--- src/rtl/input_conditioner_if.sv ---
// input_conditioner_if: raw board inputs in, debounced levels and edge pulses out.
interface input_conditioner_if #(
    parameter int N_KEY = 4,
    parameter int N_SW  = 18
);
    logic [N_KEY-1:0] key_raw;
    logic [N_KEY-1:0] key_level;
    logic [N_KEY-1:0] key_press;
    logic [N_KEY-1:0] key_release;
    logic [N_SW-1:0]  sw_raw;
    logic [N_SW-1:0]  sw_level;
    logic [N_SW-1:0]  sw_change;

    modport master (
        output key_raw, sw_raw,
        input  key_level, key_press, key_release, sw_level, sw_change
    );

    modport slave (
        input  key_raw, sw_raw,
        output key_level, key_press, key_release, sw_level, sw_change
    );
endinterface

--- src/rtl/input_conditioner.sv ---
// input_conditioner: synchronises and debounces each key/switch bit, emitting clean levels and edge pulses.
module input_conditioner #(
    parameter int N_KEY           = 4,
    parameter int N_SW            = 18,
    parameter int DEBOUNCE_CYCLES = 500000,
    localparam int CW             = $clog2(DEBOUNCE_CYCLES + 1)
) (
    input logic                clk,
    input logic                reset,
    input_conditioner_if.slave io
);
    localparam int N = N_KEY + N_SW;
    localparam logic [CW-1:0] LAST = CW'(DEBOUNCE_CYCLES - 1);

    logic [N-1:0]         raw;
    logic [N-1:0]         s1_q, s2_q;
    logic [N-1:0]         lvl_q, lvl_d;
    logic [N-1:0]         rise_q, rise_d;
    logic [N-1:0]         fall_q, fall_d;
    logic [N-1:0][CW-1:0] cnt_q, cnt_d;

    // keys are active-low on the board, so invert them before synchronising
    assign raw = {io.sw_raw, ~io.key_raw};

    always_comb begin
        lvl_d  = lvl_q;
        rise_d = '0;
        fall_d = '0;
        cnt_d  = '0;
        for (int i = 0; i < N; i++) begin
            if (s2_q[i] != lvl_q[i]) begin
                if (cnt_q[i] == LAST) begin
                    lvl_d[i]  = s2_q[i];
                    rise_d[i] = s2_q[i];
                    fall_d[i] = ~s2_q[i];
                end else begin
                    cnt_d[i] = cnt_q[i] + 1'b1;
                end
            end
        end
    end

    always_ff @(posedge clk) begin
        if (!reset) begin
            s1_q   <= '0;
            s2_q   <= '0;
            lvl_q  <= '0;
            rise_q <= '0;
            fall_q <= '0;
            cnt_q  <= '0;
        end else begin
            s1_q   <= raw;
            s2_q   <= s1_q;
            lvl_q  <= lvl_d;
            rise_q <= rise_d;
            fall_q <= fall_d;
            cnt_q  <= cnt_d;
        end
    end

    assign io.key_level   = lvl_q[N_KEY-1:0];
    assign io.key_press   = rise_q[N_KEY-1:0];
    assign io.key_release = fall_q[N_KEY-1:0];
    assign io.sw_level    = lvl_q[N-1:N_KEY];
    assign io.sw_change   = rise_q[N-1:N_KEY] | fall_q[N-1:N_KEY];
endmodule

--- src/flat_wrapper.sv ---
// flat-port wrapper written by rule: the top's interface ports become plain ports
module input_conditioner_flat 
#(
    parameter int N_KEY           = 4,
    parameter int N_SW            = 18,
    parameter int DEBOUNCE_CYCLES = 500000,
    localparam int CW             = $clog2(DEBOUNCE_CYCLES + 1)
)
  (clk, reset, io_key_raw, io_sw_raw, io_key_level, io_key_press, io_key_release, io_sw_level, io_sw_change);
  input_conditioner_if #(.N_KEY(N_KEY), .N_SW(N_SW)) io_i ();
  input logic clk;
  input logic reset;
  input wire logic [$bits(io_i.key_raw)-1:0] io_key_raw;
  input wire logic [$bits(io_i.sw_raw)-1:0] io_sw_raw;
  output wire logic [$bits(io_i.key_level)-1:0] io_key_level;
  output wire logic [$bits(io_i.key_press)-1:0] io_key_press;
  output wire logic [$bits(io_i.key_release)-1:0] io_key_release;
  output wire logic [$bits(io_i.sw_level)-1:0] io_sw_level;
  output wire logic [$bits(io_i.sw_change)-1:0] io_sw_change;
  assign io_i.key_raw = io_key_raw;
  assign io_i.sw_raw = io_sw_raw;
  assign io_key_level = io_i.key_level;
  assign io_key_press = io_i.key_press;
  assign io_key_release = io_i.key_release;
  assign io_sw_level = io_i.sw_level;
  assign io_sw_change = io_i.sw_change;
  input_conditioner #(.N_KEY(N_KEY), .N_SW(N_SW), .DEBOUNCE_CYCLES(DEBOUNCE_CYCLES)) u_core (.clk(clk), .reset(reset), .io(io_i));
endmodule
--- config.mk ---
export PLATFORM = sky130hd
export DESIGN_NAME = input_conditioner_flat
export DESIGN_NICKNAME = d
export VERILOG_FILES = /design/src/rtl/input_conditioner_if.sv /design/src/rtl/input_conditioner.sv /design/src/flat_wrapper.sv
export SDC_FILE = /design/constraint.sdc
export NUM_CORES = 1
export LEC_CHECK = 0
export CORE_MARGIN = 5
export CORE_UTILIZATION = 45
export DETAILED_ROUTE_END_ITERATION = 6
export PLACE_DENSITY = 0.72
export SYNTH_ARGS = -nofsm -noshare
export SYNTH_HDL_FRONTEND = slang
export SYNTH_SLANG_ARGS = --single-unit
--- constraint.sdc ---
create_clock -name clk -period 2.3 [get_ports clk]
set_clock_uncertainty 0.15 [all_clocks]
set_input_delay 0.575 -clock clk [delete_from_list [all_inputs] [get_ports clk]]
set_output_delay 0.575 -clock clk [all_outputs]
set_load 0.01 [all_outputs]
==> out/qor.txt <==
=====================================================================================
Inserted Clock Buffers .................................................           55
Clock-pin slew of the registers on the worst-case setup and hold paths .      0.06 ns
Clock tree from TritonCTS ..............................................         done
Slowest Stage Delay on Critical Path ...................................      0.55 ns
Hold bufs inserted after CTS ...........................................            0
Number of buffer and inverter instances along the worst setup path .....            1
Hold violation total from the final report .............................            0
Clock root cell ........................................................    clkbuf_16
Total of endpoints with negative setup slack in the final report .......            0
Top delay family on crit path .......................................... buffers and inverters
# fillers ..............................................................         4531
Launching element type of the critical path ............................     register
Reg-to-reg slack, setup ................................................      0.12 ns
Number of enable-type register cells in the synthesized netlist ........            0
Ports placed on the boundary ...........................................           72
Data arrival time of the critical path .................................      1.51 ns
Biggest area consumer among synthesized cells ..........................      dfxtp_1
Highest net fanout along the worst path ................................            1
Global-route congestion overflow total .................................            0
DRC errors left ........................................................            0
Areal power density over the cells .....................................   712 nW/µm²
Worst ir drop on vdd ...................................................   0.000687 V
Reg2reg path depth .....................................................            4
Result of the run ...................................................... finished clean
Maximum number of pins on one net before global-route repair ...........           29
Total standard cell area after synthesis ...............................    22800 µm²
Die outline area .......................................................    55200 µm²
Chain of cells forming the critical path ............................... clkdlybuf4s50_1
Total power ............................................................     18900 µW
Clock network latency to the later pin of the worst-skew pair ..........      0.60 ns
Non-Filler Cell Area, Final ............................................    26600 µm²
Number of warnings printed during yosys synthesis ......................            0
Setup slack at placement ...............................................    -0.174 ns
Final setup slack of the worst path ....................................    0.0628 ns
Via count of the first global-routing pass .............................        17600
Aggregate global-route resource usage ..................................        15.9%
Worst-path cell with the longest stage delay ........................... clkdlybuf4s50_1
Total wirelength of the detailed-routed design .........................     45900 µm
Synthesized area per cell ..............................................     8.85 µm²
Fraction of synthesized cell area taken by the top area cell type ......        46.5%
Share of final-layout standard cells stronger than drive strength 1 ....        8.83%
Count of cell types in the netlist .....................................           52
Crit path required time ................................................      1.57 ns
Final critical-path required period ....................................      2.24 ns
Final slew viol count ..................................................            0
DR vias ................................................................        18500
Initial antenna violation count ........................................            0
Path type of the worst setup path ......................................      reg2out
Routability congestion estimate ........................................        0.854
Number of optimization iterations in the first detailed-route pass .....            5
Origin of the critical flop-to-flop path ............................... u_core.cnt_q[312]$_SDFF_PP0_
Estimated wirelength of the detail-placed design .......................     31700 µm
Hold WC Path Type ......................................................       in2reg
Clock Sink Count .......................................................          528
Inserted Diodes ........................................................            0
Standard-cell rows .....................................................           82
Layout area overhead ...................................................        16.9%
Top cells by area in the synthesized netlist ........................... dfxtp_1 46%, xnor2_1 6.6%, nor2_1 6.1%
Placed instance area ...................................................    24500 µm²
Number of stages on the worst hold path ................................            2
Unrepaired setup endpoints after global routing ........................           no
Proportion of synthesized flip-flops having asynchronous set or reset ..           0%
First-pass GRT wire length .............................................     79200 µm
Worst relative slew slack ..............................................        49.4%
Leakage power summed over all cells ....................................   0.00846 µW
Capturing element type of the critical path ............................  output port
H-tree Lvls ............................................................            2
Starting utilization of the core area ..................................        45.4%
Share of the clock period used by the worst path .......................        97.3%
Post-Synthesis Cells ...................................................         2571
Sequential cell area fraction in the yosys report ......................        46.5%
Fmax ...................................................................    0.447 GHz
Most used flip-flop cell after synthesis ...............................      dfxtp_1
Residual antenna-violating net count after detailed routing ............            0
Layout Utilization .....................................................        53.1%
Vertical extent of the die .............................................       235 µm
Vias per inst ..........................................................         5.41
Worst-Margin Slew ......................................................     0.759 ns
Post-DR wirelength/cell ................................................      13.4 µm
Number of nets produced by synthesis ...................................         2617
Width of the chip ......................................................       235 µm
Endpoint of the worst hold-timing path ................................. u_core.lvl_q[11]$_SDFFE_PN0P_
Nets ...................................................................         2751
Count of maximum capacitance violations ................................            0
Quantity of I/O buffers inserted on ports ..............................           71
Capture point of the worst reg-to-reg path ............................. u_core.cnt_q[321]$_SDFF_PP0_
Number of flip-flops and latches in the synthesized netlist ............          528
Drt first-iter violations ..............................................          976
Placeable core area ....................................................    50100 µm²
CTS max path bufs ......................................................            3
Hold_sp ................................................................        reset
Total Neg Setup Slack ..................................................         0 ns
=====================================================================================
==> sequential cells by signal, indices dropped and copies added, names as in the netlist <==
signal and flops:
u_core.cnt_q 418, u_core.fall_q 22, u_core.lvl_q 22, u_core.rise_q 22
u_core.s1_q 22, u_core.s2_q 22
==> final cells by class <==
cell class,instances,area (µm²),share of cell area (%)
tap,672,841,3.16
inverter,82,308,1.16
clock inverter,28,378,1.42
timing repair buffer,148,1320,4.97
sequential,528,10600,39.7
multi-input combinational,1890,11600,43.5
clock buffer,75,1600,6.02
==> layer usage <==
metal | global-route usage [%] | wire length [µm] | vias to the layer above
met5 | 0 | 0 | -
met4 | 5.31 | 1120 | 0
met3 | 2.66 | 1780 | 81
met2 | 27.2 | 21600 | 309
met1 | 20.6 | 21400 | 8741
li1 | - | - | 9403
==> worst max path at each step <==
stage / start / endpoint / slack [ns] / cells past startpoint
floorplan: u_core.cnt_q[399]$_SDFF_PP0_ / u_core.cnt_q[407]$_SDFF_PP0_ / 0.18 / 7
global placement: u_core.cnt_q[411]$_SDFF_PP0_ / u_core.cnt_q[411]$_SDFF_PP0_ / -0.06 / 4
detailed placement: u_core.cnt_q[411]$_SDFF_PP0_ / u_core.cnt_q[414]$_SDFF_PP0_ / -0.17 / 4
CTS: u_core.lvl_q[8]$_SDFFE_PN0P_ / io_sw_level[4] / 0.00002 / 1
global route: u_core.fall_q[14]$_SDFF_PN0_ / io_sw_change[10] / 0.01 / 2
finish: u_core.rise_q[1]$_SDFF_PN0_ / io_key_press[1] / 0.06 / 1
==> synthesized netlist by cell type (6+ instances only) <==
master and count:
and4_1 33, inv_1 82, and2_1 46, nor4bb_1 8, xor2_1 121, nand2_1 145, ha_1 22, nand4b_1 9
nor3_1 58, or4_1 56, o21ai_0 59, nor2_1 367, a21oi_1 109, nor2b_1 20, nor4b_1 17, dfxtp_1 528
nand4bb_1 8, o31ai_1 42, or3_1 72, buf_4 14, nand4_1 111, clkbuf_1 48, or3b_2 6, or2_2 33
or4b_1 11, nand2b_1 6, buf_2 7, o21a_1 18, nor4_1 95, and3_1 50, nand3_1 152, xnor2_1 172
==> logic make-up after synthesis <==
kind of cell / after synthesis / share of synthesized area [%]
xor gates and xnor gates: 293 / 11.3
AOI/OAI and AO/OA: 258 / 7.13
muxes: 1 / 0.0440
and+or+nand+nor: 1316 / 31.1
DFF: 528 / 46.5
adders and majority gates: 22 / 1.21
buffers and inverters: 153 / 2.79
==> what timing repair did <==
item | 4_1_cts | 5_1_grt
setup buffers | 0 | 7
endpoints found under the setup margin | 78 | 88
gates resized for setup | 40 | 8
pin swaps | 0 | 6
==> layout by cell type, fill, tap and decap left out, types with 73 or more instances in the layout <==
cell     synthesis  final
nor2_1         367    367
nand3_1        152    152
dfxtp_1        528    526
xor2_1         121    121
inv_1           82     82
nand4_1        111    111
nand2_1        145    145
buf_4           14     73
xnor2_1        172    172
a21oi_1        109    109
nor4_1          95     95
==> through the flow <==
stage               std cells  hold WS, ns
finish                   3423        0.219
global route             3423        0.197
CTS                      3416        0.169
detailed placement       3313        0.268
global placement         3313        0.264
floorplan                2571        0.262
==> power breakdown <==
part	leakage, µW	internal (µW)	switching [µW]
clock	0.000963	5780	3680
sequential	0.00426	9190	29.3
combinational	0.00323	109	140
total	0.00846	15100	3850
No activity file was read; power rests on OpenSTA's default activity.
